$ cat src/rtl/stopwatch_pkg.sv
// Shared definitions for the stopwatch control slice.
//   sw_state_t              run-control FSM state, encoding visible on state_o
//   DEFAULT_DEBOUNCE_CYCLES 10 ms of stable input at 100 MHz
//   DEFAULT_SYNC_STAGES     synchroniser depth per button
//   sw_next                 next-state function of the run-control FSM
package stopwatch_pkg;

  typedef enum logic [1:0] {
    IDLE  = 2'd0,
    RUN   = 2'd1,
    LAP   = 2'd2,
    PAUSE = 2'd3
  } sw_state_t;

  localparam int DEFAULT_DEBOUNCE_CYCLES = 1_000_000;
  localparam int DEFAULT_SYNC_STAGES     = 2;

  // Pulses are prioritised stop > start > lap; a lower-priority pulse in the
  // same cycle as a higher one is simply dropped.
  function automatic sw_state_t sw_next(input sw_state_t s,
                                        input logic start,
                                        input logic stop,
                                        input logic lap);
    sw_state_t n;
    n = s;
    case (s)
      IDLE: begin
        if (stop)       n = IDLE;
        else if (start) n = RUN;
      end
      RUN: begin
        if (stop)       n = PAUSE;
        else if (start) n = RUN;
        else if (lap)   n = LAP;
      end
      LAP: begin
        if (stop)       n = PAUSE;
        else if (start) n = LAP;
        else if (lap)   n = RUN;
      end
      PAUSE: begin
        if (stop)       n = IDLE;
        else if (start) n = RUN;
      end
      default: n = IDLE;
    endcase
    return n;
  endfunction

endpackage

$ cat src/rtl/stopwatch_ctrl_btn_debounce.sv
// btn_debounce: conditions one raw push-button.
//   clk100MHz  in  system clock, posedge
//   rst        in  synchronous reset, active high
//   btn_raw    in  asynchronous raw button level
//   btn_level  out debounced button level
//   btn_press  out one-cycle pulse on a debounced 0->1 change
module btn_debounce
  import stopwatch_pkg::*;
#(
  parameter int DEBOUNCE_CYCLES = DEFAULT_DEBOUNCE_CYCLES,
  parameter int SYNC_STAGES     = DEFAULT_SYNC_STAGES
) (
  input  logic clk100MHz,
  input  logic rst,
  input  logic btn_raw,
  output logic btn_level,
  output logic btn_press
);

  localparam int CW = $clog2(DEBOUNCE_CYCLES + 1);
  // Accepting on the increment that would reach DEBOUNCE_CYCLES means the
  // counter never actually holds that value, so it cannot wrap.
  localparam logic [CW-1:0] LAST = CW'(DEBOUNCE_CYCLES - 1);

  logic [SYNC_STAGES-1:0] sync;
  logic [CW-1:0]          cnt;
  logic                   stable;
  logic                   stable_q;
  logic                   synced;

  assign synced    = sync[SYNC_STAGES-1];
  assign btn_level = stable;

  // Synchroniser, debounce counter and press-edge register. The press pulse
  // comes from a delayed copy of the stable level, which adds one cycle of
  // latency but keeps the pulse a clean registered output.
  always_ff @(posedge clk100MHz) begin
    if (rst) begin
      sync      <= '0;
      cnt       <= '0;
      stable    <= 1'b0;
      stable_q  <= 1'b0;
      btn_press <= 1'b0;
    end else begin
      sync <= {sync[SYNC_STAGES-2:0], btn_raw};
      if (synced == stable) begin
        cnt <= '0;
      end else if (cnt >= LAST) begin
        stable <= synced;
        cnt    <= '0;
      end else begin
        cnt <= cnt + 1'b1;
      end
      stable_q  <= stable;
      btn_press <= stable & ~stable_q;
    end
  end

endmodule

$ cat src/rtl/stopwatch_ctrl.sv
// stopwatch_ctrl: button conditioning plus run-control FSM feeding the
// stopwatch counter.
//   clk100MHz  in  system clock, posedge
//   rst        in  synchronous reset, active high
//   start_btn  in  raw start button
//   stop_btn   in  raw stop button
//   lap_btn    in  raw lap button
//   count_en   out counter enable (RUN or LAP), registered
//   count_clr  out one-cycle counter clear, registered
//   lap_hold   out display freeze (LAP), registered
//   state_o    out FSM state: IDLE=0 RUN=1 LAP=2 PAUSE=3
module stopwatch_ctrl
  import stopwatch_pkg::*;
#(
  parameter int DEBOUNCE_CYCLES = DEFAULT_DEBOUNCE_CYCLES,
  parameter int SYNC_STAGES     = DEFAULT_SYNC_STAGES
) (
  input  logic       clk100MHz,
  input  logic       rst,
  input  logic       start_btn,
  input  logic       stop_btn,
  input  logic       lap_btn,
  output logic       count_en,
  output logic       count_clr,
  output logic       lap_hold,
  output logic [1:0] state_o
);

  logic      start_press;
  logic      stop_press;
  logic      lap_press;
  logic [2:0] unused_levels;
  sw_state_t state;
  sw_state_t next;
  logic      clr_req;

  btn_debounce #(.DEBOUNCE_CYCLES(DEBOUNCE_CYCLES), .SYNC_STAGES(SYNC_STAGES)) u_start (
    .clk100MHz(clk100MHz), .rst(rst), .btn_raw(start_btn),
    .btn_level(unused_levels[0]), .btn_press(start_press)
  );

  btn_debounce #(.DEBOUNCE_CYCLES(DEBOUNCE_CYCLES), .SYNC_STAGES(SYNC_STAGES)) u_stop (
    .clk100MHz(clk100MHz), .rst(rst), .btn_raw(stop_btn),
    .btn_level(unused_levels[1]), .btn_press(stop_press)
  );

  btn_debounce #(.DEBOUNCE_CYCLES(DEBOUNCE_CYCLES), .SYNC_STAGES(SYNC_STAGES)) u_lap (
    .clk100MHz(clk100MHz), .rst(rst), .btn_raw(lap_btn),
    .btn_level(unused_levels[2]), .btn_press(lap_press)
  );

  // A stop pulse clears the counter whenever it lands the FSM in IDLE, i.e.
  // from IDLE itself or from PAUSE.
  always_comb begin
    next    = sw_next(state, start_press, stop_press, lap_press);
    clr_req = stop_press && ((state == IDLE) || (state == PAUSE));
  end

  // Outputs decode the next state so they change on the same edge as the
  // state register; count_en is low in IDLE, so it never overlaps count_clr.
  always_ff @(posedge clk100MHz) begin
    if (rst) begin
      state     <= IDLE;
      count_en  <= 1'b0;
      count_clr <= 1'b0;
      lap_hold  <= 1'b0;
    end else begin
      state     <= next;
      count_en  <= (next == RUN) || (next == LAP);
      lap_hold  <= (next == LAP);
      count_clr <= clr_req;
    end
  end

  assign state_o = state;

endmodule
$ cat config.mk
export PLATFORM = sky130hd
export DESIGN_NAME = stopwatch_ctrl
export DESIGN_NICKNAME = d
export VERILOG_FILES = /design/src/rtl/stopwatch_pkg.sv /design/src/rtl/stopwatch_ctrl_btn_debounce.sv /design/src/rtl/stopwatch_ctrl.sv
export SDC_FILE = /design/constraint.sdc
export NUM_CORES = 1
export LEC_CHECK = 0
export ABC_AREA = 0
export BUFFER_PORTS_ARGS = -buffer_cell sky130_fd_sc_hd__buf_2
export CAP_MARGIN = 40
export CORE_AREA = 5 5 83 85
export CTS_BUF_LIST = sky130_fd_sc_hd__clkbuf_8 sky130_fd_sc_hd__clkbuf_16
export DETAILED_ROUTE_END_ITERATION = 8
export DIE_AREA = 0 0 88 90
export PLACE_DENSITY = 0.75
export SYNTH_ARGS = -nofsm -noshare
export SYNTH_HDL_FRONTEND = slang
export SYNTH_SLANG_ARGS = --single-unit
$ cat constraint.sdc
create_clock -name clk100MHz -period 4.3 [get_ports clk100MHz]
set_input_delay 0.43 -clock clk100MHz [delete_from_list [all_inputs] [get_ports clk100MHz]]
set_output_delay 0.43 -clock clk100MHz [all_outputs]
set_load 0.02 [all_outputs]
==> results.json <==
{
  "yosys_warnings": 0,
  "avgSynthCellArea_um2": 8.85,
  "ys_ff_latch": 80,
  "place_inst": 470,
  "core_area_um2": 6130,
  "path_class": "reg2reg",
  "required_ps": 4560,
  "start_util_pct": 57.3,
  "cts_tree": "done",
  "critPathCaptureType": "flip-flop",
  "rsz0062_at_grt": "no",
  "final_cell_mix": "dfxtp_1 (80), nor3_1 (40), nor2_1 (28), nand2_1 (23)",
  "dieHeight_um": 90,
  "place_congestion": 0.832,
  "clkPwrFrac_pct": 44.0,
  "clock.fmax_mhz": 464,
  "clock_skew_ps": 5.25,
  "htreeDepth": 3,
  "drt_iter0_drc": 129,
  "async_reset_ff_share_pct": 0,
  "slew_violations": 0,
  "dieArea_um2": 7920,
  "p_comb_share_pct": 1.0,
  "dp_hpwl_mm": 4.34,
  "layout.nets": 415,
  "antenna_cells": 0,
  "internal_power_w": 0.00109,
  "drc": 0,
  "finalCritPeriodShare_pct": 50.1,
  "cellPowerDensity_nw_per_um2": 352,
  "final_core_util_pct": 62.8,
  "p_leak_nw": 1.26,
  "ir_worst_vdd_mv": 0.289,
  "gr-usage-all-layers_pct": 17.4,
  "p_sw_w": 0.000267,
  "clk_pin_slew_ps": 80,
  "post-route-min-period_ps": 2150,
  "swShare_pct": 19.7,
  "total_power_w": 0.00135,
  "routed_wl_mm": 6.19,
  "finalSetupViolations": 0,
  "seq_area_frac_synth_pct": 45.6,
  "rrSetupSlack_ps": 2150,
  "overflow": 0,
  "r2r_end": "u_stop.cnt[18]",
  "viasPerCell": 5.73,
  "outcome": "completed",
  "ff2ff_path_depth": 5,
  "clock_path_buffers": 2,
  "root_buffer": "clkbuf_8",
  "post_cts_buffers": 0,
  "maxCapViolCount": 0,
  "cts.sinks": 80,
  "holdPathStages": 2,
  "synth_area_um2": 3510,
  "antenna_left": 0,
  "wire_per_inst_um": 12.7,
  "syn_nets": 408,
  "cts-resized-gates": 0,
  "seqPwrFrac_pct": 55.0,
  "postCtsHoldBufs": 0,
  "antenna_found_initial": 0,
  "fill_cells": 532,
  "hold_viol": 0,
  "syn2layout_area_growth_pct": 9.51,
  "clk-insertion-delay-late_ps": 340,
  "drive_above_1_share_pct": 8.56,
  "synthCells": 397,
  "hold_path.startpoint": "stop_btn",
  "grt_max_degree": 21,
  "worstHoldPathType": "in2reg",
  "reg2reg_from": "u_stop.cnt[0]",
  "synth_cell_types": 41,
  "path_max_fanout": 7,
  "critPathArrivalTime_ps": 2410,
  "timing.max_slew.rel_slack_pct": 45.9,
  "synth_flop_cell": "dfxtp_1",
  "grt_pass1_vias": 2612,
  "finalSetupTns_ps": 0,
  "io-pin-count": 10,
  "min_to": "u_stop.sync[0]",
  "grt_pass1_wl_mm": 11.3,
  "firstDrtPassIters": 5,
  "critPathLaunchType": "flip-flop",
  "worst_pin_slew_ps": 806,
  "portBuffers": 9,
  "synth_edf_count": 0,
  "cts_buffers": 9,
  "rows": 29,
  "final_cells": 486,
  "final_common_cell": "dfxtp_1",
  "vias": 2784,
  "die_w_um": 88
}
## synth_stat cells, types with 10 or more instances
cell type	count	area, um^2
nor2b_1	10	62.6
a211oi_1	10	75.1
xor2_1	17	149
nand4_1	12	75.1
or3_1	14	87.6
clkbuf_1	15	56.3
nor3_1	40	200
nor2_1	28	105
nand3_1	22	110
o21ai_0	19	95.1
xnor2_1	22	193
inv_1	16	60.1
nand2_1	23	86.3
dfxtp_1	80	1600
## kinds of logic after synthesis
group                      synth area share [%]
and+or+nand+nor                            28.8
DFF                                        45.6
AOI/OAI and AO/OA                          9.40
xor gates and xnor gates                   9.72
buffers and inverters                      3.56
adders and majority gates                  2.14
muxes                                     0.854
## metal layers
layer	GRT usage [%]	share of wire (%)	vias up
li1	-	-	1440
met1	22.7	48	1310
met2	27.3	49	29
met3	4.84	2.6	5
met4	6.39	1.0	0
met5	0	0	-
## per-stage QoR
step	setup slack, ps	hold WS (ps)	instance area, um^2
2_1_floorplan	2280	368	3510
3_3_place_gp	2200	376	3620
3_5_place_dp	2150	382	3630
4_1_cts	2140	280	3850
5_1_grt	1980	272	3850
6_report	2150	294	3850
## worst max-delay path by stage
| stage | start | end | slack (ps) | depth (start not counted) |
|---|---|---|---|---|
| after global routing | u_stop.cnt[0] | u_stop.cnt[18] | 1980 | 5 |
| after CTS | u_stop.cnt[0] | u_stop.cnt[18] | 2140 | 5 |
| final | u_stop.cnt[0] | u_stop.cnt[18] | 2150 | 5 |
| after floorplan | u_stop.cnt[0] | u_stop.cnt[18] | 2280 | 6 |
| after detailed placement | u_stop.cnt[0] | u_stop.cnt[18] | 2150 | 5 |
| after global placement | u_stop.cnt[0] | u_stop.cnt[18] | 2200 | 5 |
## worst max-delay path, cell delays in order, from the launching register on
cell      delay [ps]
dfxtp_1          390
ha_1             290
nand2_4           80
or4_1            660
or4_1            440
a211oi_1         220
## final cells by class
class / instances / area (um^2) / area share (%)
Clock buffer: 10 / 138 / 3.58
Clock inverter: 6 / 82.6 / 2.15
Inverter: 17 / 63.8 / 1.66
Multi-Input combinational cell: 284 / 1800 / 46.7
Sequential cell: 80 / 1600 / 41.6
Tap cell: 77 / 96.3 / 2.50
Timing Repair Buffer: 12 / 71.3 / 1.85
## power by group through the flow
stage,Sequential (W),Combinational (W),Clock [W]
4_1_cts,0.000745,0.0000137,0.000612
3_5_place_dp,0.000763,0.0000137,0
6_report,0.000745,0.0000134,0.000596
5_1_grt,0.000746,0.0000156,0.000653
3_3_place_gp,0.000763,0.0000133,0
2_1_floorplan,0.000762,0.00000968,0
## state kept, by name (all words and copies together) (netlist names), 2 cells and up
signal        flops
state_o           2
u_lap.cnt        20
u_lap.sync        2
u_start.cnt      20
u_start.sync      2
u_stop.cnt       20
u_stop.sync       2
No activity file was read; power rests on OpenSTA's default activity.
